--- config.mk ---
export PLATFORM = sky130hd
export DESIGN_NAME = xoodyak_frame_loader
export DESIGN_NICKNAME = d
export VERILOG_FILES = /design/src/rtl/xoodyak_frame_loader.sv
export SDC_FILE = /design/constraint.sdc
export NUM_CORES = 1
export LEC_CHECK = 0
export ABC_CLOCK_PERIOD_IN_PS = 8400
export CAP_MARGIN = 20
export CORE_AREA = 2 2 288 290
export DETAILED_ROUTE_END_ITERATION = 10
export DIE_AREA = 0 0 290 292
export GPL_TIMING_DRIVEN = 0
export SKIP_CTS_REPAIR_TIMING = 1
export SLEW_MARGIN = 5
export SYNTH_ARGS = -nofsm -noshare
export SYNTH_HDL_FRONTEND = slang
export SYNTH_SLANG_ARGS = --single-unit
--- constraint.sdc ---
create_clock -name eph1 -period 8.4 [get_ports eph1]
set_input_delay 1.26 -clock eph1 [delete_from_list [all_inputs] [get_ports eph1]]
set_output_delay 1.26 -clock eph1 [all_outputs]
set_load 0.05 [all_outputs]
--- src/rtl/xoodyak_frame_loader.sv ---
// Word-stream front end for xoodyak_build: packs one frame of operands, fires a one-cycle start, holds until done.
// Optional build macro XOODYAK_LOADER_SHORTENC_EN: opmode=0 frames end at word 17 and verif_data is forced to 0.
module xoodyak_frame_loader #(
    parameter int DW       = 32,
    parameter int BLK_BITS = 128,
    parameter int TXT_BITS = 192
) (
    input  logic                eph1,
    input  logic                reset_n,
    input  logic                in_valid,
    output logic                in_ready,
    input  logic [DW-1:0]       in_data,
    input  logic                in_last,
    input  logic                in_opmode,
    input  logic                core_done,
    input  logic                err_clr,
    output logic [BLK_BITS-1:0] key,
    output logic [BLK_BITS-1:0] nonce,
    output logic [BLK_BITS-1:0] assodata,
    output logic [TXT_BITS-1:0] textin,
    output logic [BLK_BITS-1:0] verif_data,
    output logic                opmode,
    output logic                start,
    output logic                busy,
    output logic                err
);

    localparam logic [1:0] S_IDLE = 2'd0;
    localparam logic [1:0] S_LOAD = 2'd1;
    localparam logic [1:0] S_FIRE = 2'd2;
    localparam logic [1:0] S_BUSY = 2'd3;

    localparam logic [4:0] LAST_FULL  = 5'd21;
    localparam logic [4:0] LAST_SHORT = 5'd17;

    logic [1:0]          state_q, state_d;
    logic [4:0]          wcnt_q, wcnt_d;
    logic [BLK_BITS-1:0] key_q, key_d;
    logic [BLK_BITS-1:0] nonce_q, nonce_d;
    logic [BLK_BITS-1:0] ad_q, ad_d;
    logic [TXT_BITS-1:0] text_q, text_d;
    logic [BLK_BITS-1:0] verif_q, verif_d;
    logic                opmode_q, opmode_d;
    logic                err_q, err_d;

    logic                accept;
    logic [4:0]          idx;
    logic                cur_op;
    logic [4:0]          last_idx;
    logic                is_final;
    logic                frame_err;
    logic [2:0]          toff;
    logic [1:0]          voff;

    assign in_ready = reset_n & ((state_q == S_IDLE) | (state_q == S_LOAD));
    assign accept   = in_valid & in_ready;

    // Word 0 arrives in IDLE, where wcnt is 0 and opmode has not been latched yet.
    assign idx    = (state_q == S_IDLE) ? 5'd0 : wcnt_q;
    assign cur_op = (state_q == S_IDLE) ? in_opmode : opmode_q;

    always_comb begin
        last_idx = LAST_FULL;
`ifdef XOODYAK_LOADER_SHORTENC_EN
        if (!cur_op) begin
            last_idx = LAST_SHORT;
        end
`else
        if (cur_op && (last_idx == LAST_SHORT)) begin
            last_idx = LAST_FULL;
        end
`endif
    end

    assign is_final = (idx == last_idx);
    assign toff     = 3'(idx - 5'd12);
    assign voff     = 2'(idx - 5'd18);

    // Operand write decode: each accepted word lands in its field at the slot given by idx.
    always_comb begin
        key_d    = key_q;
        nonce_d  = nonce_q;
        ad_d     = ad_q;
        text_d   = text_q;
        verif_d  = verif_q;
        opmode_d = opmode_q;
        if (accept) begin
            if (state_q == S_IDLE) begin
                opmode_d = in_opmode;
            end
            if (idx < 5'd4) begin
                key_d[{idx[1:0], 5'd0} +: DW] = in_data;
            end else if (idx < 5'd8) begin
                nonce_d[{idx[1:0], 5'd0} +: DW] = in_data;
            end else if (idx < 5'd12) begin
                ad_d[{idx[1:0], 5'd0} +: DW] = in_data;
            end else if (idx < 5'd18) begin
                text_d[{toff, 5'd0} +: DW] = in_data;
            end else begin
                verif_d[{voff, 5'd0} +: DW] = in_data;
            end
`ifdef XOODYAK_LOADER_SHORTENC_EN
            if (is_final && in_last && !cur_op) begin
                verif_d = '0;
            end
`endif
        end
    end

    // Frame sequencing and framing-error detection.
    always_comb begin
        state_d   = state_q;
        wcnt_d    = wcnt_q;
        frame_err = 1'b0;
        case (state_q)
            S_IDLE, S_LOAD: begin
                if (accept) begin
                    if (in_last != is_final) begin
                        frame_err = 1'b1;
                        state_d   = S_IDLE;
                        wcnt_d    = 5'd0;
                    end else if (is_final) begin
                        state_d = S_FIRE;
                        wcnt_d  = idx;
                    end else begin
                        state_d = S_LOAD;
                        wcnt_d  = idx + 5'd1;
                    end
                end
            end
            S_FIRE: begin
                // A done pulse coinciding with the start pulse belongs to no frame of ours.
                state_d = S_BUSY;
            end
            S_BUSY: begin
                if (core_done) begin
                    state_d = S_IDLE;
                    wcnt_d  = 5'd0;
                end
            end
            default: begin
                state_d = S_IDLE;
                wcnt_d  = 5'd0;
            end
        endcase
    end

    always_comb begin
        err_d = err_q;
        if (frame_err) begin
            err_d = 1'b1;
        end else if (err_clr) begin
            err_d = 1'b0;
        end
    end

    always_ff @(posedge eph1 or negedge reset_n) begin
        if (!reset_n) begin
            state_q  <= S_IDLE;
            wcnt_q   <= 5'd0;
            key_q    <= '0;
            nonce_q  <= '0;
            ad_q     <= '0;
            text_q   <= '0;
            verif_q  <= '0;
            opmode_q <= 1'b0;
            err_q    <= 1'b0;
        end else begin
            state_q  <= state_d;
            wcnt_q   <= wcnt_d;
            key_q    <= key_d;
            nonce_q  <= nonce_d;
            ad_q     <= ad_d;
            text_q   <= text_d;
            verif_q  <= verif_d;
            opmode_q <= opmode_d;
            err_q    <= err_d;
        end
    end

    assign key        = key_q;
    assign nonce      = nonce_q;
    assign assodata   = ad_q;
    assign textin     = text_q;
    assign verif_data = verif_q;
    assign opmode     = opmode_q;
    assign err        = err_q;
    assign start      = (state_q == S_FIRE);
    assign busy       = state_q[1];

endmodule

==> parameters.txt <==
Parameter                              Value

Status
  Run status ... finished clean

Global routing
  GRT Total Usage ... 0.266
  Antenna violations before repair ... 5
  Maximum number of pins on one net before global-route repair ... 109
  Total congestion overflow after global routing ... 0
  Number of global-route vias before repair ... 22000
  First-pass GRT wire length ... 164 mm

Route
  First-iteration detailed-routing DRC count ... 1595
  Detailed-route vias per instance ... 5.07
  Post-route DRC ... 0
  Average wire per cell in the routed design ... between 20 and 30 um
  Wire length reported by the detailed router ... between 100 and 150 mm
  First-pass iteration count of the detailed router ... 5
  Number of antenna-violating nets in the routed design ... 0
  Detailed-route via count ... around 22000

Die
  Die height ... 292 um
  Die width ... roughly 290 um
  Core area ... 81600 sq um
  Die outline area ... 84700 sq um
  Effective utilization at floorplan ... 0.342
  Number of rows in the core area ... between 100 and 150
  Ports placed on the boundary ... around 750

Logic synthesis
  Netlist area before placement ... 27900 sq um
  Count of synthesis-stage warnings from yosys ... 0
  Sequential share of the synthesized area ... 0.639
  Mean cell area of the mapped netlist ... 11.5 sq um
  Instance count of the mapped netlist ... 2422
  Synth unique cells ... 51
  Synthesized flop and latch total ... 713
  Syn nets ... 2472

Hold path
  Hold WC Path Type ... reg2reg

STA
  Worst hold slack after final layout ... around 0.46 ns
  Final critical-path required period ... about 5 ns
  RSZ-0062 raised after global routing ... no
  Final count of negative-setup-slack endpoints ... 0
  Clock Skew ... 0.0265 ns
  Tcrit/Tclk final ... 0.579
  Final setup TNS ... 0 ns
  Max-Slew Margin vs Limit ... 0.241
  Number of hold-slack violations in the final timing report ... 0
  Pins Over Slew Limit ... 0
  Measured slew at the worst slew-check pin ... 1.14 ns
  Max Clock Freq ... 206 MHz

Run
  # Max-Cap Violations ... 0

Clocking
  Buffer type at the clock tree root ... sky130_fd_sc_hd__clkbuf_16
  CTS tree ... yes
  Clock insertion delay at the later pin of the skew report ... 0.63 ns
  Clock-pin slew on the worst setup and hold paths ... around 0.060 ns
  CTS Buffer Depth ... 3
  Number of clock sinks ... about 710
  Clock buffer count from CTS ... between 70 and 80
  Maximum level of the CTS H-tree ... 3

Cells and area
  Commonest cells after routing, fill and taps aside ... sky130_fd_sc_hd__clkdlybuf4s50_1 (714), sky130_fd_sc_hd__dfrtp_1 (713), sky130_fd_sc_hd__nand2_1 (584)
  Most common cell after layout, fill and taps aside ... sky130_fd_sc_hd__clkdlybuf4s50_1
  Number of fill cells in the layout ... 7537
  Proportion of layout cells with a drive suffix above 1 ... 0.146
  NumNets Final ... 3298
  Layout overhead on the synthesized area ... 41.9%

Pwr
  Power after layout ... 8480 uW
  Power per standard cell area ... roughly 210 nW/um^2
  Lkg Pwr ... 0.0179 uW
  VDD IR-drop max ... 0.000148 V

Placement
  Placed wire-length estimate ... 85.8 mm
  Routability cong. ... roughly 0.86
  Number of buffers inserted by port buffering ... 715

Worst setup path
  Worst setup SP type ... input port
  Critical Path Fanout Max ... 90
  Critical-path cell list ... buf_8 > buf_16 > buf_16 > nor2b_1 > clkdlybuf4s50_1
  Type of the setup path with the least slack ... in2out
  Required time of the critical path ... 7.14 ns
  Cell seen most often among critical-path stages ... sky130_fd_sc_hd__buf_16
  Largest stage delay on the critical path ... between 0.9 and 1 ns
  Endpoint class of the critical path ... primary output
  Cell with the largest stage delay on the worst path ... sky130_fd_sc_hd__clkdlybuf4s50_1
  Data arrival at the endpoint of the critical path ... ~3.6 ns
[final cells by class]
| type | instances | area, sq um | share of cell area |
|---|---|---|---|
| Clock buffer | 116 | 2320 | 0.0585 |
| Sequential cell | 713 | 17800 | 0.450 |
| Tap cell | 1070 | 1340 | 0.0338 |
| Clock inverter | 31 | 392 | 0.00988 |
| Multi-Input combinational cell | 1502 | 9260 | 0.234 |
| Buffer | 199 | 811 | 0.0205 |
| Timing Repair Buffer | 745 | 7630 | 0.193 |
| Inverter | 8 | 30.0 | 0.000758 |
| Antenna cell | 1 | 2.50 | 0.0000632 |
[per-stage QoR]
stage                     setup slack, ns  std cells  cell area, sq um  utilization
final                                3.54       4385             39600        0.486
after global routing                 3.24       4384             39600        0.486
after CTS                            3.41       4382             39600        0.485
after detailed placement             3.43       4235             36900        0.452
after global placement             -27.58       4207             36400        0.446
after floorplan                      5.17       2422             27900            -
[sequential cells by signal, summed over array words and instances (netlist names)]
signal,count
textin,192
wcnt_q,5
err,1
state_q,2
nonce,128
key,128
assodata,128
opmode,1
verif_data,128
[logic make-up (layout without fill, tap and decap cells)]
logic type,count (synthesis),count (layout),share of synthesized area
compound gates,440,440,0.0925
xor+xnor,1,1,0.000314
fa+ha+maj,11,11,0.00493
buf+inv,207,1099,0.0300
flops,713,713,0.639
mux,289,289,0.121
other cells,0,1,0
simple gates,761,761,0.113
[critical path, delay by kind of cell]
family,cells,cell delay (ns)
buffers and inverters,4,2.04
and+or+nand+nor,1,0.23
[final timing paths]
| check | cells past startpoint | slack, ns | from | end |
|---|---|---|---|---|
| max in group asynchronous | 4 | 6.04 | reset_n | verif_data[15]$_DFFE_PN0P_ |
| setup / recovery | 5 | 3.54 | reset_n | in_ready |
| hold / removal | 2 | 0.46 | verif_data[14]$_DFFE_PN0P_ | verif_data[14]$_DFFE_PN0P_ |
| hold reg to reg | 2 | 0.46 | verif_data[14]$_DFFE_PN0P_ | verif_data[14]$_DFFE_PN0P_ |
| min in group asynchronous | 1 | 0.58 | reset_n | textin[8]$_DFFE_PN0P_ |
| setup reg to reg | 9 | 4.01 | state_q[1]$_DFFE_PN0P_ | assodata[123]$_DFFE_PN0P_ |
[synthesized netlist by cell type, drive strengths merged]
| master | count | area share |
|---|---|---|
| mux2 | 289 | 0.12 |
| a21oi | 1 | 0.00031 |
| nor2b | 3 | 0.00067 |
| o31a | 1 | 0.00031 |
| and4b | 1 | 0.00036 |
| a31oi | 1 | 0.00022 |
| nand4 | 8 | 0.0018 |
| a22o | 2 | 0.00063 |
| nor3b | 1 | 0.00027 |
| nand2b | 33 | 0.0074 |
| and3b | 2 | 0.00063 |
| and4 | 1 | 0.00031 |
| nor2 | 70 | 0.0094 |
| or4b | 1 | 0.00036 |
| nand3b | 1 | 0.00027 |
| dfrtp | 713 | 0.64 |
| and3 | 4 | 0.00090 |
| clkbuf | 164 | 0.022 |
| o211a | 1 | 0.00036 |
| o2111ai | 2 | 0.00063 |
| nand3 | 39 | 0.0070 |
| o211ai | 2 | 0.00054 |
| nor3 | 1 | 0.00018 |
| o21ai | 295 | 0.053 |
| o22ai | 2 | 0.00045 |
| o31ai | 128 | 0.034 |
| a41oi | 1 | 0.00031 |
| and2 | 1 | 0.00022 |
| nand2 | 584 | 0.079 |
| nor4 | 3 | 0.00090 |
| and4bb | 2 | 0.00090 |
| buf | 35 | 0.0069 |
| nor4b | 2 | 0.0014 |
| or3 | 1 | 0.00022 |
| xnor2 | 1 | 0.00031 |
| or3b | 1 | 0.00031 |
| a32o | 2 | 0.00072 |
| o21a | 2 | 0.00054 |
| ha | 11 | 0.0049 |
| nand4b | 2 | 0.00063 |
| inv | 8 | 0.0011 |
[power breakdown]
group | total (uW) | switching (uW) | internal [uW]
registers | 3610 | 64.8 | 3540
clock network | 3600 | 1510 | 2090
logic | 1270 | 937 | 333
total | 8480 | 2510 | 5970
[per-layer routing]
layer / share of wire / track usage / vias to the layer above / routed length (um)
met5: 0.00021 / 0 / - / 24
met4: 0.037 / 0.0945 / 4 / 4310
met2: 0.49 / 0.445 / 755 / 56100
li1: - / - / 9870 / -
met1: 0.41 / 0.335 / 11400 / 47100
met3: 0.065 / 0.0676 / 193 / 7500
No activity file was read; power rests on OpenSTA's default activity.
